<file path="config.mk">
export PLATFORM = sky130hd
export DESIGN_NAME = fifo_ptr_status_ctrl
export DESIGN_NICKNAME = d
export VERILOG_FILES = /design/src/rtl/fifo_ptr_status_ctrl.sv
export SDC_FILE = /design/constraint.sdc
export NUM_CORES = 1
export LEC_CHECK = 0
export CORE_MARGIN = 4
export CORE_UTILIZATION = 40
export CTS_CLUSTER_DIAMETER = 60
export CTS_CLUSTER_SIZE = 30
export DETAILED_ROUTE_END_ITERATION = 10
export DONT_BUFFER_PORTS = 1
export SYNTH_ARGS = -nofsm -noshare
export SYNTH_HDL_FRONTEND = slang
export SYNTH_SLANG_ARGS = --single-unit
</file>
<file path="constraint.sdc">
create_clock -name clk -period 2.22 [get_ports clk]
set_input_delay 0.222 -clock clk [delete_from_list [all_inputs] [get_ports clk]]
set_output_delay 0.222 -clock clk [all_outputs]
set_load 0.02 [all_outputs]
</file>
<file path="src/rtl/fifo_ptr_status_ctrl.sv">
// FIFO pointer and status controller.
// Owns the write/read pointers (ADDR_WIDTH+1 bits, MSB is the wrap bit) and
// derives occupancy count, full/empty, almost-full/almost-empty and sticky
// overflow/underflow flags. All status is registered from the next-state
// pointers so flags move on the same edge as the pointers.
module fifo_ptr_status_ctrl #(
  parameter int ADDR_WIDTH    = 4,
  parameter int AFULL_THRESH  = 12,
  parameter int AEMPTY_THRESH = 2
) (
  input  logic                  clk,
  input  logic                  rst_n,
  input  logic                  write_ena,
  input  logic                  read_ena,
  input  logic                  clear,
  input  logic                  err_clr,
  output logic [ADDR_WIDTH:0]   write_addr,
  output logic [ADDR_WIDTH:0]   read_addr,
  output logic                  wr_accept,
  output logic                  rd_accept,
  output logic [ADDR_WIDTH:0]   count,
  output logic                  full,
  output logic                  empty,
  output logic                  almost_full,
  output logic                  almost_empty,
  output logic                  overflow,
  output logic                  underflow
);

  localparam int DEPTH = 2 ** ADDR_WIDTH;
  localparam int PW    = ADDR_WIDTH + 1;

  localparam logic [PW-1:0] AFULL_T  = PW'(AFULL_THRESH);
  localparam logic [PW-1:0] AEMPTY_T = PW'(AEMPTY_THRESH);

  // Reject threshold settings that could never (or always) assert.
  if (AFULL_THRESH < 1 || AFULL_THRESH > DEPTH) begin : g_bad_afull
    $error("fifo_ptr_status_ctrl: AFULL_THRESH out of range 1..DEPTH");
  end
  if (AEMPTY_THRESH < 0 || AEMPTY_THRESH > DEPTH - 1) begin : g_bad_aempty
    $error("fifo_ptr_status_ctrl: AEMPTY_THRESH out of range 0..DEPTH-1");
  end

  logic [PW-1:0] wptr_nxt;
  logic [PW-1:0] rptr_nxt;
  logic [PW-1:0] count_nxt;
  logic          full_nxt;
  logic          empty_nxt;
  logic          ovf_set;
  logic          unf_set;

  // Accept strobes: a flush cycle swallows every request.
  assign wr_accept = write_ena & ~full  & ~clear;
  assign rd_accept = read_ena  & ~empty & ~clear;

  // Errors are only raised by requests refused for lack of room/data,
  // never by requests dropped because of a flush.
  assign ovf_set = write_ena & full  & ~clear;
  assign unf_set = read_ena  & empty & ~clear;

  // Next-state pointers and the status derived from them.
  always_comb begin
    wptr_nxt  = clear ? '0 : write_addr + PW'(wr_accept);
    rptr_nxt  = clear ? '0 : read_addr  + PW'(rd_accept);
    count_nxt = wptr_nxt - rptr_nxt;
    empty_nxt = (wptr_nxt == rptr_nxt);
    full_nxt  = (wptr_nxt[ADDR_WIDTH] != rptr_nxt[ADDR_WIDTH]) &&
                (wptr_nxt[ADDR_WIDTH-1:0] == rptr_nxt[ADDR_WIDTH-1:0]);
  end

  // Pointer, count and flag registers; error set takes priority over err_clr.
  always_ff @(posedge clk or negedge rst_n) begin
    if (!rst_n) begin
      write_addr   <= '0;
      read_addr    <= '0;
      count        <= '0;
      full         <= 1'b0;
      empty        <= 1'b1;
      almost_full  <= 1'b0;
      almost_empty <= 1'b1;
      overflow     <= 1'b0;
      underflow    <= 1'b0;
    end else begin
      write_addr   <= wptr_nxt;
      read_addr    <= rptr_nxt;
      count        <= count_nxt;
      full         <= full_nxt;
      empty        <= empty_nxt;
      almost_full  <= (count_nxt >= AFULL_T);
      almost_empty <= (count_nxt <= AEMPTY_T);
      overflow     <= ovf_set | (overflow  & ~err_clr);
      underflow    <= unf_set | (underflow & ~err_clr);
    end
  end

endmodule

</file>
* Yosys cells after proc, flatten, opt, wreduce, memory -nomap -nowiden
Index checks and enable logic that the tools add are counted.
Cells by class: add/subtract/negate cells 3, multiplexer cells 2, equality and inequality tests 3, bitwise gates (word level) 16, magnitude comparators 2, reduce and logical (&&, ||, !) cells 1
Operators with widths (count):
- adder 5 x 1 -> 5 bit | 2
- AND 1 bit | 10
- two-way mux 5 bit | 2
- == test 5 bit | 1
- greater-or-equal comparator 5 x 4 -> 1 bit (second input constant) | 1
- less-or-equal comparator 5 x 2 -> 1 bit (second input constant) | 1
- subtractor 5 bit | 1
- == test 4 bit | 1
- NOT 1 bit | 4
- bitwise OR 1 bit | 2
- logical AND 1 bit | 1
- inequality test 1 bit | 1
Word-level totals: register bits 21, output and inout bits 23, word-level logic and storage cells 36, input bits 6

* Logic depth before layout (Yosys ltp)
Gate-level depths: netlist of the first run.
depth in word-level cells 7, gate-level depth with buffers 11, depth with buffers taken out 10

* Worst setup path after synthesis of the first run
No wires, ideal clock.
kind register -> register, from register full, to register almost_full, buffers on the path 0, clock period less this slack 2.978 ns, arrival time 2.853 ns, required time 2.095 ns, slack -0.758 ns, cell stages (with the launch flop) 11, library setup time 0.125 ns, cell sequence dfrtp_1 nor3b_1 ha_1 ha_1 xnor2_1 nor2_1 ha_1 and3b_1 o211ai_1 nand4_1 mux2_4
On the way: cells in the longest elaborated chain, start to end 7
Ends and longest elaborated chain:
- start: declaration | line 22 | output logic full,
- start signal: assignment | line 87 | full <= full_nxt;
- NOT 1 bit | line 53 | assign wr_accept = write_ena & ~full & ~clear;
- AND 1 bit (2 in a row) | line 53
- via wr_accept | line 19 | output logic wr_accept,
- adder 5 x 1 -> 5 bit | line 63 | wptr_nxt = clear ? '0 : write_addr + PW'(wr_accept);
- two-way mux 5 bit | line 63
- via wptr_nxt[2] | line 44 | logic [PW-1:0] wptr_nxt;
- subtractor 5 bit | line 65 | count_nxt = wptr_nxt - rptr_nxt;
- greater-or-equal comparator 5 x 4 -> 1 bit | line 89 | almost_full <= (count_nxt >= AFULL_T);
- end signal: assignment | line 89
- end: declaration | line 24 | output logic almost_full,
The timed path passes the listed nets, and every way through them passes these cells.

* Final worst setup path of the first run
from register empty, to register almost_full
On the way: cells in the longest elaborated chain, start to end 7
Ends and longest elaborated chain:
- start: declaration | line 23 | output logic empty,
- start signal: assignment | line 88 | empty <= empty_nxt;
- NOT 1 bit | line 54 | assign rd_accept = read_ena & ~empty & ~clear;
- AND 1 bit (2 in a row) | line 54
- adder 5 x 1 -> 5 bit | line 64 | rptr_nxt = clear ? '0 : read_addr + PW'(rd_accept);
- two-way mux 5 bit | line 64
- via rptr_nxt[0] | line 45 | logic [PW-1:0] rptr_nxt;
- subtractor 5 bit | line 65
- via count_nxt[2] | line 46 | logic [PW-1:0] count_nxt;
- greater-or-equal comparator 5 x 4 -> 1 bit | line 89
The timed path passes the listed nets, and every way through them passes these cells.

==> flow_summary.json, run 1 <==
{
  "cts_tree": "done",
  "synth_warnings": 0,
  "finalCriticalPeriod_ns": 2.453,
  "comb_power_share": 0.191,
  "yosys-top-cells-area": "dfrtp_1 (43%), ha_1 (9.1%), dfstp_2 (4.8%)",
  "finalWirelength_um": 2512,
  "clockBufferDepth": 2,
  "boundaryPins": 29,
  "register_share_of_total_power": 0.574,
  "critical_path.reg2reg.endpoint": "almost_full",
  "power.share.clock": 0.235,
  "xor_xnor_share_of_the_synthesized_area": 0.07314,
  "grt_pass1_vias": 873,
  "power.switching_w": 0.0002205,
  "cp.arrival_ns": 2.66,
  "synth_cell_types": 30,
  "r2r.worst_path.cells": 9,
  "vdd_drop_max_uv": 362.4,
  "wl_per_cell_um": 15.51,
  "timing.hold.worst.class": "input pin to flip-flop",
  "clock-sinks": 21,
  "die_area_um2": 3638,
  "regToRegStartpoint": "empty",
  "vias_after_detailed_routing": 828,
  "first_pass_iters": 4,
  "layout-area-overhead-vs-synth_pct": 44.00,
  "cts.reportedPaths.clkPinSlew_ns": 0.12,
  "h-tree-depth": 1,
  "fin_crit_sh": 1.105,
  "cts_root_buf": "clkbuf_4",
  "setup_viol": 4,
  "crit_path_max_incr_delay_ns": 0.43,
  "grt_max_degree": 22,
  "clk-insertion-delay-late_ns": 0.31,
  "seq_area_frac_synth": 0.4823,
  "die_w_um": 60.32,
  "drive_above_1_share": 0.4697,
  "timing.hold.ws_ns": 0.08903,
  "run_status": "complete, but fails checks",
  "dp.final_hpwl_um": 1728,
  "totalNegativeSetupSlack_ns": -0.5810,
  "timing.critical_path.required_ns": 2.43,
  "max_clock_freq_mhz": 407.6,
  "total_leakage_power_nw": 0.7914,
  "timing.final.ws_setup_ns": -0.2332,
  "worst_slew_margin_rel": 0.3824,
  "cts_made_buffers": 3,
  "std_cell_rows": 18,
  "starting_drt_drc_count": 13,
  "final_hold_viol_count": 0,
  "yosys.area_share.adder": 0.1097,
  "nNetsFinal": 148,
  "clock-skew-final_ns": 0.01206,
  "p_int_w": 0.0005604,
  "finalMaxSlewViolations": 0,
  "critical_path.cell_chain": "nor3b_4, ha_4, nor2b_4, ha_4, fa_2, xnor2_2, o211ai_1, o211ai_1, mux2_4",
  "fillCellCount": 219,
  "synthMuxAreaShare": 0.05029,
  "crit_type": "flip-flop to flip-flop",
  "power.switching_fraction": 0.2823,
  "largest_family_of_logic_cells_by_synthesized_area": "simple AND/OR/NAND/NOR gates",
  "hold_path_startpoint": "clear",
  "track_usage": 0.1514,
  "setup.reg_to_reg.worst_slack_ns": -0.23,
  "die-height_um": 60.32,
  "worst_setup_path_start_kind": "flip-flop",
  "critical-path-slowest-cell": "fa_2",
  "portBuffers": 0,
  "maxCapViolations": 0,
  "gr-total-overflow": 0,
  "p_per_area_nw_per_um2": 495.3,
  "yosys.area_share.simple": 0.1691,
  "number_of_antenna_violations_at_the_first_check_in_global_routing": 0,
  "synth_top_area_cell": "dfrtp_1",
  "worst_slew_pin_slew_ns": 0.9233,
  "vias_per_cell": 5.111,
  "rsz0062_at_grt": "yes",
  "synth_compound_area_frac": 0.07086,
  "hold_path_depth": 2,
  "ant_nets": 0,
  "synth.cell_area_um2": 1095,
  "whs_endpoint": "read_addr[3]",
  "synth_top_area_share": 0.4343,
  "number_of_instances_in_the_synthesized_netlist": 97,
  "avgSynthCellArea_um2": 11.29,
  "synth_seq_cells": 21,
  "end_kind": "flip-flop",
  "grt_pass1_wl_um": 3995,
  "floorplan.initialDensity": 0.4302,
  "final_weighted_congestion_in_routability_driven_placement": 0.7551,
  "core_outline_area_um2": 2545,
  "synth_fp_nets": 112,
  "failed_checks": "setup timing",
  "n_antenna_cell": 0,
  "route.detailed.drc": 0,
  "critical_path_peak_fanout": 4
}
==> timing repair <==
action,in CTS,in global routing
gates resized for setup,19,4
cloned,0,0
setup endpoints to repair,5,5
pin swaps,12,5
setup buffers,2,2
hold buffers,2,2
hold endpoints to repair,23,3
==> layer usage <==
metal	wire, um	vias to the layer above	GRT usage
met4	55	0	0.07911
met2	1347	22	0.2639
met3	122	5	0.02376
met1	986	403	0.1779
li1	-	398	-
met5	0	-	0
==> registers in the layout, summed over array words and instances, names as in the netlist <==
signal        flops
almost_full       1
overflow          1
write_addr        5
full              1
underflow         1
read_addr         5
almost_empty      1
count             5
empty             1
==> logic make-up after synthesis <==
kind of cell,Yosys count
and+or+nand+nor,31
DFF,21
buffers and inverters,13
AOI/OAI and AO/OA,12
adders and majority gates,9
xor gates and xnor gates,7
muxes,4
==> placed cells by master (no fill, tap or decap), types with 3 or more instances in the layout <==
cell type	n
nand3b_1	3
inv_1	12
xor2_1	3
buf_4	27
dfrtp_1	18
nand3_1	3
dlygate4sd3_1	4
nand2b_1	3
clkbuf_4	3
nand4_1	3
ha_4	6
nor2_1	4
mux2_4	3
==> synthesized netlist by cell type <==
cell type,count
dfrtp_1,19
inv_1,12
ha_1,8
nor2_1,7
nand2b_1,4
nor2b_1,4
a21oi_1,3
mux2_4,3
nand3_1,3
nand3b_1,3
nand4_1,3
o21ai_0,3
xnor2_1,3
xor2_1,3
dfstp_2,2
nor3b_1,2
o211ai_1,2
a21o_1,1
and2_2,1
and3b_1,1
clkbuf_1,1
fa_1,1
mux2i_1,1
nand3_2,1
nor3_1,1
o2111ai_1,1
o21a_1,1
o221ai_1,1
or2_2,1
xnor2_4,1
==> power by group through the flow <==
stage | Sequential, W | Combinational, W | Clock [W]
6_report | 0.000449 | 0.000149 | 0.000183
5_1_grt | 0.000451 | 0.000164 | 0.000208
4_1_cts | 0.000449 | 0.000139 | 0.000187
3_5_place_dp | 0.000456 | 0.000112 | 0
3_3_place_gp | 0.000456 | 0.000111 | 0
2_1_floorplan | 0.000463 | 0.0000658 | 0
==> layout make-up <==
type                    count  area, um2  share of cell area
inverters                  12      45.04             0.02857
well taps                  30      37.54             0.02381
repair buffers             32      254.0              0.1611
multi-input cells          63      684.4              0.4341
clock buffers               4      26.28             0.01667
flip-flops and latches     21      529.3              0.3357
==> metrics by stage <==
stage / power, W / setup slack [ns] / area (um2) / instances / utilization
final: 0.0007809 / -0.2332 / 1577 / 162 / 0.6195
after global routing: 0.0008230 / -0.3796 / 1577 / 162 / 0.6195
after CTS: 0.0007756 / -0.1510 / 1526 / 158 / 0.5998
after detailed placement: 0.0005680 / -0.2355 / 1373 / 150 / 0.5393
after global placement: 0.0005665 / -0.2124 / 1373 / 150 / 0.5393
after floorplan: 0.0005284 / -0.2981 / 1162 / 97 / -
==> worst max path at each step <==
stage                     start            to  cells past startpoint
final                     empty   almost_full                      9
after global routing      empty   almost_full                     10
after CTS                  full   almost_full                     10
after detailed placement  empty  almost_empty                     10
after global placement    empty  almost_empty                     10
after floorplan            full   almost_full                     10
==> worst max-delay path, delay by kind of cell, from the launching register on <==
family                   cells  cell delay, ns
XOR/XNOR                     1            0.20
AND/OR/NAND/NOR              2            0.37
multiplexers                 1            0.27
adder cells (fa/ha/maj)      3            0.84
flip-flops                   1            0.40
AO/OA/AOI/OAI                2            0.29
Power figures use the tool's default switching activity.
==> run 2, diff against run 1 <==
--- a/config.mk
+++ b/config.mk
@@ -6,7 +6,7 @@
 export NUM_CORES = 1
 export LEC_CHECK = 0
 export CORE_MARGIN = 4
-export CORE_UTILIZATION = 40
+export CORE_UTILIZATION = 45
 export CTS_CLUSTER_DIAMETER = 60
 export CTS_CLUSTER_SIZE = 30
 export DETAILED_ROUTE_END_ITERATION = 10
==> run 2 against run 1 <==
Net effect:
- the flow still finishes with violations (setup timing)
- largest cell class unchanged
- fmax fell by 1.5%
- first-iteration DRC count rose by 46%
- sequential cell count did not move
- utilization rose by 11 points
- total power fell by 0.56%
- register-to-register slack got worse by 0.04 ns
- combinational power barely moved
- critical path depth rose by 2
- highest routed layer unchanged
- via count rose by 2.8%
==> flow_summary.json, run 2 (synthesized netlist as in run 1, its figures left out) <==
{
  "vias_after_detailed_routing": 851,
  "vias_per_cell": 5.127,
  "ant_nets": 0,
  "clockBufferDepth": 2,
  "clk-insertion-delay-late_ns": 0.31,
  "fin_crit_sh": 1.121,
  "vdd_drop_max_uv": 508.1,
  "place_inst": 147,
  "cts_tree": "done",
  "grt_pass1_vias": 884,
  "crit_type": "flip-flop to flip-flop",
  "floorplan.initialDensity": 0.4856,
  "die-height_um": 57.33,
  "run_status": "complete, but fails checks",
  "totalNegativeSetupSlack_ns": -0.8454,
  "clock-skew-final_ns": 0.001348,
  "core_outline_area_um2": 2255,
  "cts_root_buf": "clkbuf_4",
  "timing.final.ws_setup_ns": -0.2696,
  "portBuffers": 0,
  "first_pass_iters": 4,
  "wl_per_cell_um": 14.70,
  "die_area_um2": 3286,
  "fillCellCount": 159,
  "multi_input_area_um2": 708.2,
  "max_clock_freq_mhz": 401.7,
  "starting_drt_drc_count": 19,
  "final_core_util": 0.7325,
  "n_antenna_cell": 0,
  "rsz0062_at_grt": "yes",
  "timing.hold.worst.class": "input pin to flip-flop",
  "worst_setup_path_start_kind": "flip-flop",
  "final_weighted_congestion_in_routability_driven_placement": 0.7958,
  "regToRegStartpoint": "full",
  "std_cell_rows": 17,
  "worst_slew_pin_slew_ns": 0.9073,
  "layout-area-overhead-vs-synth_pct": 50.86,
  "layout.cells.non_filler": 166,
  "end_kind": "flip-flop",
  "cts_made_buffers": 3,
  "number_of_antenna_violations_at_the_first_check_in_global_routing": 0,
  "hold_path_startpoint": "read_ena",
  "boundaryPins": 29,
  "h-tree-depth": 1,
  "final-seq-area_um2": 529.3,
  "gr-total-overflow": 0,
  "timing.critical_path.required_ns": 2.46,
  "setup_viol": 4,
  "r2r.worst_path.cells": 11,
  "setup.reg_to_reg.worst_slack_ns": -0.27,
  "nNetsFinal": 154,
  "worst_slew_margin_rel": 0.3931,
  "layout_commonest_cell": "buf_4",
  "failed_checks": "setup timing",
  "final_hold_viol_count": 0,
  "dpl_worst_slack_ns": -0.2575,
  "die_w_um": 57.33,
  "p_per_area_nw_per_um2": 470.1,
  "maxCapViolations": 0,
  "cp.arrival_ns": 2.73,
  "finalWirelength_um": 2441,
  "critical_path_peak_fanout": 6,
  "clock-sinks": 21,
  "track_usage": 0.1697,
  "post_dp_cell_area_um2": 1363,
  "total_leakage_power_nw": 0.8266,
  "dp.final_hpwl_um": 1701,
  "hold_path_depth": 2,
  "largest_registers": "count: 5 flops, read_addr: 5 flops, write_addr: 5 flops",
  "finalMaxSlewViolations": 0,
  "route.detailed.drc": 0,
  "drive_above_1_share": 0.5217,
  "grt_pass1_wl_um": 4160,
  "finalCriticalPeriod_ns": 2.490,
  "grt_max_degree": 22,
  "mostFrequentLayoutCells": "buf_4 (31), dfrtp_1 (18), inv_1 (11), ha_4 (6), nor2_1 (5)",
  "startpoint": "full",
  "finish.instance_area_um2": 1652,
  "cts.reportedPaths.clkPinSlew_ns": 0.11
}
## run 2: power breakdown
group	internal (W)	switching, W	total, W
clock	0.0000674	0.000114	0.000181
combinational	0.0000787	0.0000686	0.000147
sequential	0.000412	0.0000360	0.000448
total	0.000558	0.000218	0.000776
## run 2: per-stage QoR
step	hold WS (ns)	total power, W
5_1_grt	0.04326	0.0008276
3_3_place_gp	-0.07308	0.0005633
2_1_floorplan	-0.07359	0.0005284
3_5_place_dp	-0.07312	0.0005647
4_1_cts	0.01924	0.0007768
6_report	0.06273	0.0007765
## run 2: timing repair
| item | 4_1_cts | 5_1_grt |
|---|---|---|
| gates resized for setup | 19 | 7 |
| hold buffers | 3 | 1 |
| hold endpoints to repair | 24 | 1 |
| setup buffers | 6 | 5 |
| setup endpoints to repair | 5 | 6 |
| pin swaps | 14 | 10 |
## run 2: worst paths after layout
check                                    end
worst max register to register  almost_empty
worst min-delay path               underflow
worst min register to register     underflow
min in group asynchronous               full
max in group asynchronous               full
worst max-delay path            almost_empty
## run 2: cell type report
cell class | count | area share
flip-flops and latches | 21 | 0.3205
well taps | 28 | 0.02121
clock buffers | 3 | 0.01364
clock inverters | 1 | 0.003030
multi-input cells | 63 | 0.4288
inverters | 12 | 0.02727
repair buffers | 38 | 0.1856
## run 2: metal layers
metal | track usage | vias to the layer above | part of all wire | wire, um
met4 | 0.08940 | 0 | 0.031 | 75
li1 | - | 412 | - | -
met2 | 0.2936 | 19 | 0.50 | 1216
met5 | 0 | - | 0 | 0
met1 | 0.1926 | 412 | 0.41 | 1004
met3 | 0.04072 | 8 | 0.059 | 145
## run 2: critical path, stage by stage, from the launching register on
cell      delay (ns)
dfrtp_2         0.44
nor3b_4         0.22
ha_2            0.24
ha_4            0.15
xnor2_2         0.06
nor2_2          0.19
ha_4            0.24
and3b_2         0.21
buf_4           0.15
nor3_4          0.21
o221ai_1        0.15
mux2i_1         0.16
